==> src/rtl/uart_rx.sv <==
// 8N1 UART receiver: 2-flop synchroniser, mid-bit sampling, one-byte holding register.
// Optional even-parity bit between data and stop when UART_RX_PARITY_EN is defined.
module uart_rx #(
    parameter int unsigned CLKS_PER_BIT = 16
) (
    input  logic       clk,
    input  logic       reset,
    input  logic       rx,
    input  logic       rd,
    input  logic       err_clr,
    output logic [7:0] rx_data,
    output logic       rx_full,
    output logic       overrun_err,
    output logic       frame_err,
`ifdef UART_RX_PARITY_EN
    output logic       parity_err,
`endif
    output logic       busy
);

    localparam int unsigned CntW = $clog2(CLKS_PER_BIT);
    localparam logic [CntW-1:0] HalfLast = CntW'(CLKS_PER_BIT / 2 - 1);
    localparam logic [CntW-1:0] BitLast  = CntW'(CLKS_PER_BIT - 1);

`ifdef UART_RX_PARITY_EN
    typedef enum logic [2:0] {StIdle, StStart, StData, StParity, StStop, StBreak} state_e;
`else
    typedef enum logic [2:0] {StIdle, StStart, StData, StStop, StBreak} state_e;
`endif

    state_e          state_q, state_d;
    logic [CntW-1:0] cnt_q, cnt_d;
    logic [2:0]      bit_idx_q, bit_idx_d;
    logic [7:0]      shift_q, shift_d;
    logic [7:0]      rx_data_q, rx_data_d;
    logic            rx_full_q, rx_full_d;
    logic            overrun_q, overrun_d;
    logic            frame_q, frame_d;
    logic            rx_meta_q, rx_s_q;
`ifdef UART_RX_PARITY_EN
    logic            parity_q, parity_d;
`endif

    always_ff @(posedge clk) begin
        if (reset) begin
            rx_meta_q <= 1'b1;
            rx_s_q    <= 1'b1;
            state_q   <= StIdle;
            cnt_q     <= '0;
            bit_idx_q <= '0;
            shift_q   <= '0;
            rx_data_q <= '0;
            rx_full_q <= 1'b0;
            overrun_q <= 1'b0;
            frame_q   <= 1'b0;
`ifdef UART_RX_PARITY_EN
            parity_q  <= 1'b0;
`endif
        end else begin
            rx_meta_q <= rx;
            rx_s_q    <= rx_meta_q;
            state_q   <= state_d;
            cnt_q     <= cnt_d;
            bit_idx_q <= bit_idx_d;
            shift_q   <= shift_d;
            rx_data_q <= rx_data_d;
            rx_full_q <= rx_full_d;
            overrun_q <= overrun_d;
            frame_q   <= frame_d;
`ifdef UART_RX_PARITY_EN
            parity_q  <= parity_d;
`endif
        end
    end

    always_comb begin
        state_d   = state_q;
        cnt_d     = cnt_q;
        bit_idx_d = bit_idx_q;
        shift_d   = shift_q;
        rx_data_d = rx_data_q;
        // A load in STOP overrides these clears, so set always wins over rd/err_clr.
        rx_full_d = rx_full_q & ~rd;
        overrun_d = overrun_q & ~err_clr;
        frame_d   = frame_q & ~err_clr;
`ifdef UART_RX_PARITY_EN
        parity_d  = parity_q & ~err_clr;
`endif

        case (state_q)
            StIdle: begin
                if (!rx_s_q) begin
                    state_d = StStart;
                    cnt_d   = '0;
                end
            end
            StStart: begin
                if (cnt_q == HalfLast) begin
                    cnt_d     = '0;
                    bit_idx_d = '0;
                    state_d   = rx_s_q ? StIdle : StData;
                end else begin
                    cnt_d = cnt_q + 1'b1;
                end
            end
            StData: begin
                if (cnt_q == BitLast) begin
                    cnt_d   = '0;
                    shift_d = {rx_s_q, shift_q[7:1]};
                    if (bit_idx_q == 3'd7) begin
`ifdef UART_RX_PARITY_EN
                        state_d = StParity;
`else
                        state_d = StStop;
`endif
                    end else begin
                        bit_idx_d = bit_idx_q + 3'd1;
                    end
                end else begin
                    cnt_d = cnt_q + 1'b1;
                end
            end
`ifdef UART_RX_PARITY_EN
            StParity: begin
                if (cnt_q == BitLast) begin
                    cnt_d   = '0;
                    state_d = StStop;
                    if (^{shift_q, rx_s_q}) begin
                        parity_d = 1'b1;
                    end
                end else begin
                    cnt_d = cnt_q + 1'b1;
                end
            end
`endif
            StStop: begin
                if (cnt_q == BitLast) begin
                    cnt_d = '0;
                    if (rx_s_q) begin
                        state_d = StIdle;
                        if (!rx_full_q || rd) begin
                            rx_data_d = shift_q;
                            rx_full_d = 1'b1;
                        end else begin
                            overrun_d = 1'b1;
                        end
                    end else begin
                        frame_d = 1'b1;
                        state_d = StBreak;
                    end
                end else begin
                    cnt_d = cnt_q + 1'b1;
                end
            end
            StBreak: begin
                if (rx_s_q) begin
                    state_d = StIdle;
                end
            end
            default: state_d = StIdle;
        endcase
    end

    assign rx_data     = rx_data_q;
    assign rx_full     = rx_full_q;
    assign overrun_err = overrun_q;
    assign frame_err   = frame_q;
`ifdef UART_RX_PARITY_EN
    assign parity_err  = parity_q;
`endif
    assign busy        = (state_q != StIdle);

endmodule
==> config.mk <==
export PLATFORM = sky130hd
export DESIGN_NAME = uart_rx
export DESIGN_NICKNAME = d
export VERILOG_FILES = /design/src/rtl/uart_rx.sv
export SDC_FILE = /design/constraint.sdc
export NUM_CORES = 1
export LEC_CHECK = 0
export ABC_AREA = 1
export BUFFER_PORTS_ARGS = -buffer_cell sky130_fd_sc_hd__buf_2
export CAP_MARGIN = 30
export CELL_PAD_IN_SITES_DETAIL_PLACEMENT = 1
export CELL_PAD_IN_SITES_GLOBAL_PLACEMENT = 1
export CORE_ASPECT_RATIO = 1.25
export CORE_MARGIN = 2
export CORE_UTILIZATION = 40
export CTS_BUF_LIST = sky130_fd_sc_hd__clkbuf_4 sky130_fd_sc_hd__clkbuf_8 sky130_fd_sc_hd__clkbuf_16
export CTS_CLUSTER_SIZE = 8
export DETAILED_ROUTE_END_ITERATION = 12
export PLACE_DENSITY_LB_ADDON = 0.15
export SYNTH_ARGS = -nofsm -noshare
export SYNTH_HDL_FRONTEND = slang
export SYNTH_SLANG_ARGS = --single-unit
==> constraint.sdc <==
create_clock -name clk -period 2 [get_ports clk]
set_clock_uncertainty 0.15 [all_clocks]
set_input_delay 0.2 -clock clk [delete_from_list [all_inputs] [get_ports clk]]
set_output_delay 0.2 -clock clk [all_outputs]
set_load 0.05 [all_outputs]
# --- Yosys cells after proc, flatten, opt, wreduce, memory -nomap -nowiden ---
# Cells that the tools add are included.
classes:
  eq_ne: 14
  mux: 28
  add_sub_neg: 2
  n_bitwise: 5
  reduce_logical: 12
op_table:
  columns: ["operator", "count"]
  rows:
  - ["3-bit 2-to-1 mux", 10]
  - ["3-bit case mux with 5 select lines", 1]
  - ["2-bit inequality test, second input constant", 7]
  - ["4-bit 2-to-1 mux", 3]
  - ["4-bit case mux with 3 select lines", 1]
  - ["1-bit 2-to-1 mux", 11]
  - ["4-bit AND reduction", 2]
  - ["3-bit by 2-bit == test with 1-bit output, second input constant", 2]
  - ["3-bit == test, second input constant", 2]
  - ["3-bit case mux with 2 select lines", 1]
  - ["6-bit AND reduction", 1]
  - ["3-bit nonzero test", 2]
  - ["4-bit by 1-bit adder with 4-bit output, second input constant", 1]
  - ["4-bit by 3-bit == test with 1-bit output, second input constant", 1]
  - ["4-bit == test, second input constant", 1]
  - ["2-bit AND reduction", 2]
  - ["3-bit by 1-bit adder with 3-bit output, second input constant", 1]
  - ["1-bit bitwise AND", 3]
  - ["3-bit by 1-bit == test with 1-bit output, second input constant", 1]
  - ["3-bit zero test", 1]
  - ["2-bit 2-to-1 mux", 1]
  - ["1-bit inverter", 2]
  - ["2-bit nonzero test", 1]
  - ["2-bit OR reduction", 1]
  - ["2 further kinds", 2]
word_totals:
  ff_bits: 31
  wordCells: 71
  inputBits: 5
  output_inout_bits: 12

# --- Depth between registers and ports, before layout ---
# Gate-level depths: netlist (run 1).
depth:
  ltp_word: 6
  depth_mapped: 9
  depth_no_buf: 9

# --- Worst setup path before layout (run 1) ---
# OpenSTA, ideal clock, no wires.
synth_timing:
  path_kind: "reg2reg"
  startpoint: "register rx_full_q, in the netlist rx_full"
  endpoint: "register rx_data_q[4], in the netlist rx_data[4]"
  path_stages_with_launch: 7
  setup_ps: 71
  period_less_slack_ps: 1533
  t_required_ps: 1779
  n_path_buf: 0
  t_arrival_ps: 1312
  path_slack_ps: 467
  cell_sequence: "dfxtp_1 > inv_1 > nor2_1 > nor2_4 > nand2_2 > nand2_1 > a21oi_1"
synth_between:
  elab_chain_len: 3
synth_lines:
  columns: ["item", "line", "rtl"]
  rows:
  - ["start, declared", "36", "logic rx_full_q, rx_full_d;"]
  - ["start signal, assigned", "67", "rx_full_q <= rx_full_d;"]
  - ["1-bit zero test", "141", "if (!rx_full_q || rd) begin"]
  - ["1-bit logical OR", "141", null]
  - ["4-bit AND reduction (no line)", null, null]
  - ["end signal, assigned", "66", "rx_data_q <= rx_data_d;"]
  - ["end, declared", "35", "logic [7:0] rx_data_q, rx_data_d;"]
# Every way passes these cells.
# A chain may end at the register's enable or synchronous reset.

# --- Worst setup path in the final report (run 1) ---
layout_timing:
  startpoint: "register cnt_q[0]"
  endpoint: "register rx_data_q[1], in the netlist rx_data[1]"
layout_between:
  elab_chain_len: 2
layout_lines:
  columns: ["item", "line", "rtl"]
  rows:
  - ["start, declared", "32", "logic [CntW-1:0] cnt_q, cnt_d;"]
  - ["start signal, assigned", "63", "cnt_q <= cnt_d;"]
  - ["4-bit == test", "137", "if (cnt_q == BitLast) begin"]
  - ["4-bit AND reduction (no line)", null, null]
# Every way passes these cells.

==> summary.txt, run 1 <==
Floorplan
  – Starting Density: 0.4196
  – Row Count: 23
  – Core footprint: between 0.003 and 0.004 mm²
  – Overall die width: 56.01 µm
  – DIE AREA: 0.003866 mm²
  – I/O pin total: 17
  – Chip height: 69.02 µm

Layout
  – Area of the multi-input gates: 653.1 µm²
  – Final Cell Area: between 0.0015 and 0.002 mm²
  – Nets: 215
  – Register area: 620.6 µm²
  – Area grow syn2layout: 17.21%
  – Layout Cells excl Fill: around 250
  – Layout cells sized above 1: 0.1971
  – Ant. Diodes: 0
  – Fillers: 436

Critical path
  – Startpoint Class: flip-flop
  – CP Class: flip-flop to flip-flop
  – Worst Path Arrival: approximately 1700 ps
  – CP Max Fanout: 9
  – Worst path required time: approximately 2000 ps
  – Crit end category: flip-flop

STA
  – Fmax: roughly 580 MHz
  – Hold Vio Cnt, Final: 0
  – Final Cycle Share: 0.8614
  – Setup violators final: 0
  – Worst-Margin Slew: 392.4 ps
  – Rel. slew slack: 0.7384
  – Min Tclk post-route: approximately 1700 ps
  – Slew Viols, Final: 0
  – RSZ-0062 raised after global routing: false
  – Setup_tns: 0 ps

Clock network
  – Clk Tree Root Cell: clkbuf_8
  – Clock-pin slew on the worst setup and hold paths: 70 ps
  – CTS tree: yes
  – Post-CTS sizing: 0
  – H-tree depth: 2
  – Clock Latency Late Sink: 280 ps
  – Clock Path Buffers: 2
  – Clk sinks: 31
  – Setup bufs post-CTS: 0
  – CTS Buf Count: 5

GRT
  – GRT Util Overall: 0.2087
  – GRT Max-Usage Layer: met2
  – GR Util met3: 0.05253
  – Met1 Resource Use GR: 0.2116
  – First-pass GRT wire length: roughly 6200 µm
  – Met2 usage: 0.3895
  – Largest net degree at the start of global routing: 23
  – Grt ovf: 0
  – Vias in the first global route: approximately 1300
  – Initial antenna violation count: 0

Yosys
  – Top cells by area, synth: dfxtp_1 46%, nand2_1 9.7%, nor2_1 8.9%
  – Post-Syn Nets: a little under 200
  – Post-synthesis sequential area ratio: 0.4588
  – Syn_area_per_cell: about 7.3 µm²
  – Top cell type's share of synthesized area: 0.4588
  – Mapped Area: 0.001353 mm²
  – Synth cell types: 19
  – Syn Inst Count: about 190
  – Synth warn: 0
  – Area leader, netlist: dfxtp_1
  – Number of synthesized register bits: 31

Placement
  – PortBufs: 16
  – Placed cell area: 0.001471 mm²
  – Post-detail-place hpwl: 2734 µm
  – Post-Place Cells: 236
  – GP Congestion: 0.8162

Hold path
  – Hold WC Path Type: input pin to flip-flop

Power
  – Maximum VDD drop: 0.8168 mV
  – Leak: 0.0007403 µW
  – Pwr per Cell Area: between 1000 and 1500 mW/mm²
  – Tot Pwr: 1844 µW

Drt
  – Post-route ant nets: 0
  – Drt drc: 0
  – Vias per cell: a little over 5
  – DRT Wirelength: 3590 µm
  – 1st-iter DRT viols: 34
  – Via count: 1257
  – Routed wire length per instance: 14.65 µm
  – First-pass DRT Iterations: 4

Run
  – Maxcap violations: 0

Outcome
  – Status: finished, final reports clean
[sequential cells by signal (all words and copies together) (netlist names), 3 cells and up]
| name | cells |
|---|---|
| bit_idx_q | 3 |
| shift_q | 8 |
| rx_data | 8 |
| state_q | 3 |
| cnt_q | 4 |
[report_power, final]
part | switching, µW | internal [µW]
registers | 63.2 | 670
clock network | 235 | 327
logic | 376 | 172
[worst paths after layout]
check	from	endpoint	cells after the start	slack, ps
setup / recovery	cnt_q[0]$_SDFFE_PP0P_	rx_data[1]$_SDFFE_PP0P_	8	280
hold / removal	err_clr	frame_err$_SDFF_PP0_	4	50
setup reg to reg	cnt_q[0]$_SDFFE_PP0P_	rx_data[1]$_SDFFE_PP0P_	8	280
hold reg to reg	rx_meta_q$_SDFF_PP1_	rx_s_q$_SDFF_PP1_	1	290
[layer usage]
layer	up-vias	wire (µm)
li1	637	-
met1	598	1356
met2	13	2048
met3	9	83
met4	0	101
met5	-	0
[worst max-delay path, cell delays in order (launching register included)]
cell and delay [ps]:
dfxtp_1 410, ha_1 200, nand2_1 110, nor2_2 130, inv_2 100, nor2_4 190, nand2_2 150, nand2_1 90
a21oi_1 60
[metrics by stage]
step           utilization  worst slack, ps  hold WS (ps)
5_1_grt             0.4918            91.35         64.92
3_3_place_gp        0.4565            403.5         236.9
3_5_place_dp        0.4565            284.7         252.9
4_1_cts             0.4918            275.3         54.19
2_1_floorplan            -            467.5         153.8
6_report            0.4918            277.3         52.79
[cells by family (layout without fill, tap and decap cells)]
family | after synthesis | after routing | synth area share
and+or+nand+nor | 101 | 101 | 0.3460
DFF | 31 | 31 | 0.4588
AOI/OAI and AO/OA | 29 | 29 | 0.1092
buffers and inverters | 21 | 44 | 0.05828
adders and majority gates | 3 | 3 | 0.02776
[synth_stat cells]
| library cell | count |
|---|---|
| nor2_2 | 2 |
| ha_1 | 3 |
| nand3b_1 | 1 |
| nor2_4 | 4 |
| a21oi_1 | 20 |
| nand2_1 | 35 |
| or2_2 | 2 |
| clkbuf_1 | 2 |
| nor2_1 | 32 |
| a211oi_1 | 1 |
| nand3_2 | 2 |
| dfxtp_1 | 31 |
| o21ai_0 | 8 |
| nand4_1 | 1 |
| nand2_2 | 2 |
| inv_1 | 14 |
| nand3_1 | 18 |
| nor3_1 | 2 |
| inv_2 | 5 |
[placed cells by master, fill, tap and decap left out]
cell / Yosys / final
nand2_1: 35 / 35
nor2_1: 32 / 32
dfxtp_1: 31 / 31
a21oi_1: 20 / 20
nand3_1: 18 / 18
buf_2: 0 / 16
inv_1: 14 / 14
o21ai_0: 8 / 8
clkbuf_8: 0 / 7
inv_2: 5 / 5
nor2_4: 4 / 4
ha_1: 3 / 3
nand2_2: 2 / 2
nor2_2: 2 / 2
nand3_2: 2 / 2
nor3_1: 2 / 2
or2_2: 2 / 2
nand4_1: 1 / 1
nand3b_1: 1 / 1
a211oi_1: 1 / 1
clkbuf_4: 0 / 1
dlygate4sd3_1: 0 / 1
[timing repair]
action                                 CTS  global route
endpoints found under the hold margin    1             0
hold buffers                             1             0
setup endpoints to repair                0             0
[final cells by class]
class / count / area share
Multi-Input combinational cell: 133 / 0.4120
Sequential cell: 31 / 0.3915
Inverter: 19 / 0.04499
Tap cell: 37 / 0.02920
Timing Repair Buffer: 17 / 0.05683
Clock buffer: 8 / 0.06551
Power figures use the tool's default switching activity.
==> run 2, diff against run 1 <==
--- a/config.mk
+++ b/config.mk
@@ -6,6 +6,7 @@
 export NUM_CORES = 1
 export LEC_CHECK = 0
 export ABC_AREA = 1
+export ABC_CLOCK_PERIOD_IN_PS = 2000
 export BUFFER_PORTS_ARGS = -buffer_cell sky130_fd_sc_hd__buf_2
 export CAP_MARGIN = 30
 export CELL_PAD_IN_SITES_DETAIL_PLACEMENT = 1
@@ -16,6 +17,7 @@
 export CTS_BUF_LIST = sky130_fd_sc_hd__clkbuf_4 sky130_fd_sc_hd__clkbuf_8 sky130_fd_sc_hd__clkbuf_16
 export CTS_CLUSTER_SIZE = 8
 export DETAILED_ROUTE_END_ITERATION = 12
+export GPL_TIMING_DRIVEN = 0
 export PLACE_DENSITY_LB_ADDON = 0.15
 export SYNTH_ARGS = -nofsm -noshare
 export SYNTH_HDL_FRONTEND = slang
==> run 2 against run 1 <==
  * Setup slack lost 68 ps
  * Count of clock-buffer cells in the layout did not move
  * Sequential power shrank 0.5%
  * Combinational power is 0.7% lower
  * Flip-flop and latch count stayed put
  * Die area unchanged
  * Non-clock buffer count increased by 3
  * Via count increased by 2.0%
  * Cell count is 1.2% higher
  * Total power shrank 0.56%
  * Register-to-register slack worse by 70 ps
  * Wire length decreased by 8.8%
  * Critical path type unchanged
  * Largest cell class unchanged
==> summary.txt, run 2 (synthesized netlist as in run 1, its figures left out) <==
GRT
  – Grt ovf: 0
  – First-pass GRT wire length: ~5800 µm
  – Largest net degree at the start of global routing: 11
  – GRT Util Overall: 0.1903
  – Initial antenna violation count: 0
  – Vias in the first global route: 1346

Critical path
  – Startpoint Class: flip-flop
  – CP Class: flip-flop to flip-flop
  – FF-to-FF path depth: 8
  – R2R Setup Slk: 210 ps
  – Worst Path Arrival: ~1800 ps
  – Crit end category: flip-flop
  – R2R Path End: rx_data[6]$_SDFFE_PP0P_
  – Reg2Reg Launch Point: cnt_q[0]$_SDFFE_PP0P_
  – Worst path required time: about 2000 ps
  – CP Max Fanout: 9

Clock network
  – H-tree depth: 2
  – CTS tree: yes
  – Clk Tree Root Cell: clkbuf_8
  – Post-CTS sizing: 0
  – Clk sinks: 31
  – CTS Buf Count: 5
  – Clock Path Buffers: 2
  – CTS Hold Buffers Added: 2
  – Setup bufs post-CTS: 0
  – Clock-pin slew on the worst setup and hold paths: 70 ps
  – Clock Latency Late Sink: ~280 ps

Floorplan
  – Row Count: 23
  – DIE AREA: 0.003866 mm²
  – Core footprint: 0.003223 mm²
  – Starting Density: 0.4196
  – Overall die width: 56.01 µm
  – Chip height: 69.02 µm
  – I/O pin total: 17

Drt
  – First-pass DRT Iterations: 4
  – Routed wire length per instance: around 13 µm
  – 1st-iter DRT viols: 27
  – DRT Wirelength: 3275 µm
  – Vias per cell: 5.169
  – Drt drc: 0
  – Post-route ant nets: 0
  – Via count: between 1000 and 1500

Hold path
  – Hold worst-path end: overrun_err$_SDFF_PP0_
  – Hold WC Path Type: input pin to flip-flop
  – Worst Min Path Start: err_clr
  – Hold Path Cell Cnt: 4

STA
  – Rel. slew slack: 0.6921
  – Min Tclk post-route: about 1800 ps
  – Slew Viols, Final: 0
  – Final Cycle Share: 0.8955
  – RSZ-0062 raised after global routing: false
  – Fmax: 558.3 MHz
  – Worst-Margin Slew: 461.9 ps
  – Hold WS: 43.74 ps
  – Setup violators final: 0
  – Setup_tns: 0 ps
  – Hold Vio Cnt, Final: 0

Power
  – Maximum VDD drop: between 0.8 and 0.9 mV
  – Leak: 0.0007468 µW
  – Pwr per Cell Area: 1144 mW/mm²
  – Tot Pwr: 1833 µW

Layout
  – Commonest non-fill, non-tap cell in the layout: nand2_1
  – Ant. Diodes: 0
  – Nets: 218
  – Fin util: 0.4973
  – Commonest non-fill, non-tap cells in the layout: 35 x nand2_1, 32 x nor2_1, 31 x dfxtp_1, 20 x a21oi_1, 18 x nand3_1
  – Area grow syn2layout: 18.50%
  – Layout cells sized above 1: 0.1943

Outcome
  – Status: finished, final reports clean

Placement
  – GP Congestion: 0.8367
  – Post-detail-place hpwl: 2477 µm
  – PortBufs: 16

Run
  – Maxcap violations: 0
==> run 2: cell types whose count changed in the layout (fill, tap and decap cells not counted) <==
| cell | change |
|---|---|
| clkbuf_1 | +2 |
| dlygate4sd3_1 | +1 |
==> run 2: power by group <==
group	switching (µW)	leakage (µW)	total (µW)	internal, µW
registers	59.7	0.000251	730	670
logic	369	0.000441	544	175
clock network	232	0.0000549	559	327
total	661	0.000747	1830	1170
==> run 2: final cells by class <==
| type | count | area [µm²] |
|---|---|---|
| fill | 419 | 1620 |
| multi-input combinational | 133 | 653.1 |
| timing repair buffer | 18 | 100.1 |
| buffer | 2 | 7.507 |
| sequential | 31 | 620.6 |
| clock buffer | 8 | 103.9 |
| tap | 37 | 46.29 |
| inverter | 19 | 71.32 |
==> run 2: worst max path at each step <==
stage,start,end,cells after the start
after floorplan,rx_full$_SDFF_PP0_,rx_data[4]$_SDFFE_PP0P_,6
after global placement,cnt_q[0]$_SDFFE_PP0P_,rx_data[4]$_SDFFE_PP0P_,8
after detailed placement,cnt_q[0]$_SDFFE_PP0P_,rx_data[7]$_SDFFE_PP0P_,8
after CTS,cnt_q[0]$_SDFFE_PP0P_,rx_data[7]$_SDFFE_PP0P_,8
after global routing,cnt_q[0]$_SDFFE_PP0P_,rx_data[6]$_SDFFE_PP0P_,8
final,cnt_q[0]$_SDFFE_PP0P_,rx_data[6]$_SDFFE_PP0P_,8
==> run 2: critical path, stage by stage (launching register included) <==
cell	delay, ps
dfxtp_1	400
ha_1	190
nand2_1	100
nor2_2	160
inv_2	120
nor2_4	220
nand2_2	170
nand2_1	100
a21oi_1	60
==> run 2: metrics by stage <==
step           setup WS, ps  instance area [µm²]  cells
2_1_floorplan         467.5                 1353    185
3_3_place_gp          279.0                 1479    238
3_5_place_dp          230.0                 1479    238
4_1_cts               173.7                 1603    248
5_1_grt               61.47                 1603    248
6_report              208.9                 1603    248
==> run 2: metal layers <==
| metal | GRT usage | wire length [µm] | vias to the layer above |
|---|---|---|---|
| li1 | - | - | 651 |
| met2 | 0.3569 | 1804 | 11 |
| met1 | 0.1988 | 1345 | 614 |
| met4 | 0.07143 | 53 | 0 |
| met5 | 0 | 0 | - |
| met3 | 0.04690 | 71 | 6 |
==> run 3, diff against run 2 <==
--- a/config.mk
+++ b/config.mk
@@ -15,10 +15,10 @@
 export CORE_MARGIN = 2
 export CORE_UTILIZATION = 40
 export CTS_BUF_LIST = sky130_fd_sc_hd__clkbuf_4 sky130_fd_sc_hd__clkbuf_8 sky130_fd_sc_hd__clkbuf_16
-export CTS_CLUSTER_SIZE = 8
+export CTS_CLUSTER_SIZE = 12
 export DETAILED_ROUTE_END_ITERATION = 12
 export GPL_TIMING_DRIVEN = 0
-export PLACE_DENSITY_LB_ADDON = 0.15
+export PLACE_DENSITY = 0.8
 export SYNTH_ARGS = -nofsm -noshare
 export SYNTH_HDL_FRONTEND = slang
 export SYNTH_SLANG_ARGS = --single-unit
==> run 3 against run 2 <==
  * Global-route usage is 0.97 points higher
  * Register-to-register slack worse by 20 ps
  * Flip-flop and latch count stayed put
  * Cell count stayed put
  * Worst hold slack better by 4.0 ps
  * Core utilization stayed put
  * Fmax is 1.3% lower
  * Critical path depth stayed put
  * Die area stayed put
  * Sequential share of layout area stayed put
  * Setup slack worse by 23 ps
  * Wire length is 3.5% higher
  * Critical path type unchanged
  * Highest routed layer unchanged
==> summary.txt, run 3 (synthesized netlist as in run 1, its figures left out) <==
STA
  – Min Tclk post-route: 1814 ps
  – Hold Vio Cnt, Final: 0
  – Setup_tns: 0 ps
  – RSZ-0062 raised after global routing: false
  – Setup violators final: 0
  – Final setup margin: between 150 and 200 ps
  – Slew Viols, Final: 0
  – Worst-Margin Slew: 469.6 ps
  – Final Cycle Share: 0.9070
  – Fmax: 551.3 MHz
  – Rel. slew slack: 0.6869

GRT
  – Vias in the first global route: 1363
  – GRT Util Overall: 0.2000
  – GR Util met3: 0.05629
  – Grt ovf: 0
  – GRT Max-Usage Layer: met2
  – First-pass GRT wire length: 6051 µm
  – Largest net degree at the start of global routing: 11
  – Initial antenna violation count: 0
  – Met2 usage: 0.3660
  – Met1 Resource Use GR: 0.2014

Clock network
  – Clock Latency Late Sink: 290 ps
  – Clk Tree Root Cell: clkbuf_8
  – CTS tree: yes
  – CTS Buf Count: 5
  – Clock Path Buffers: 2
  – Clk sinks: 31
  – H-tree depth: 2
  – Clock-pin slew on the worst setup and hold paths: 70 ps
  – Setup bufs post-CTS: 0
  – Post-CTS sizing: 0

Layout
  – Fillers: 432
  – Area of the multi-input gates: 653.1 µm²
  – Area grow syn2layout: 18.50%
  – Nets: 218
  – Ant. Diodes: 0
  – Fin util: 0.4973
  – Final Cell Area: around 0.0016 mm²
  – Layout cells sized above 1: 0.1943
  – Commonest non-fill, non-tap cell in the layout: nand2_1
  – Commonest non-fill, non-tap cells in the layout: 35 x nand2_1, 32 x nor2_1, 31 x dfxtp_1, 20 x a21oi_1, 18 x nand3_1
  – Register area: approximately 620 µm²

Power
  – Tot Pwr: 1833 µW
  – Maximum VDD drop: 0.5740 mV
  – Pwr per Cell Area: approximately 1100 mW/mm²
  – Leak: about 0.00074 µW

Drt
  – Vias per cell: 5.145
  – Via count: 1276
  – Post-route ant nets: 0
  – First-pass DRT Iterations: 4
  – 1st-iter DRT viols: 28
  – Drt drc: 0
  – Routed wire length per instance: 13.67 µm
  – DRT Wirelength: 3389 µm

Placement
  – Placed cell area: between 0.001 and 0.0015 mm²
  – DP Worst Slack: 196.3 ps
  – Post-detail-place hpwl: about 2600 µm
  – PortBufs: 16
  – GP Congestion: about 0.8

Critical path
  – CP Max Fanout: 9
  – Worst Path Arrival: between 1500 and 2000 ps
  – Crit end category: flip-flop
  – Worst path required time: 2010 ps
  – Startpoint Class: flip-flop
  – CP Class: flip-flop to flip-flop

Floorplan
  – Starting Density: 0.4196
  – Overall die width: between 50 and 60 µm
  – Row Count: 23
  – I/O pin total: 17
  – Core footprint: 0.003223 mm²
  – DIE AREA: 0.003866 mm²
  – Chip height: 69.02 µm

Hold path
  – Hold WC Path Type: input pin to flip-flop

Run
  – Maxcap violations: 0

Outcome
  – Status: finished, final reports clean
[run 3: changes by cell type in the layout (fill, tap and decap cells not counted)]
cell,change
clkbuf_4,-1
clkinvlp_4,+1
[run 3: cell type report]
class,instances,share of cell area
timing repair buffer,18,0.06245
tap,37,0.02888
sequential,31,0.3872
clock buffer,7,0.06011
clock inverter,1,0.004684
multi-input combinational,133,0.4075
inverter,19,0.04450
buffer,2,0.004684
[run 3: stage by stage]
stage	std cells	hold slack [ps]
floorplan	185	153.8
global placement	238	237.5
detailed placement	238	238.9
CTS	248	39.98
global route	248	55.59
finish	248	47.70
[run 3: what timing repair did]
item | CTS | global route
hold endpoints to repair | 2 | 0
hold buffers | 2 | 0
endpoints found under the setup margin | 0 | 0
[run 3: per-layer routing]
layer	share of wire	vias to the layer above
met5	0	-
met4	0.022	0
met3	0.025	8
met2	0.55	11
met1	0.40	612
li1	-	645
[run 3: worst paths after layout]
path,start,end,slack [ps],depth (start not counted)
worst min-delay path,err_clr,frame_err$_SDFF_PP0_,50,4
worst max-delay path,cnt_q[0]$_SDFFE_PP0P_,rx_data[0]$_SDFFE_PP0P_,190,8
worst max register to register,cnt_q[0]$_SDFFE_PP0P_,rx_data[0]$_SDFFE_PP0P_,190,8
worst min register to register,rx_meta_q$_SDFF_PP1_,rx_s_q$_SDFF_PP1_,260,1
[run 3: where the power goes]
| group | internal [µW] | switching (µW) |
|---|---|---|
| Sequential | 670 | 61.5 |
| Combinational | 176 | 368 |
| Clock | 313 | 245 |
[run 3: worst max-delay path, cell delays in order (launching register included)]
cell and delay, ps:
dfxtp_1 410, ha_1 210, nand2_1 120, nor2_2 140, inv_2 100, nor2_4 210
nand2_2 180, nand2_1 100, a21oi_1 60
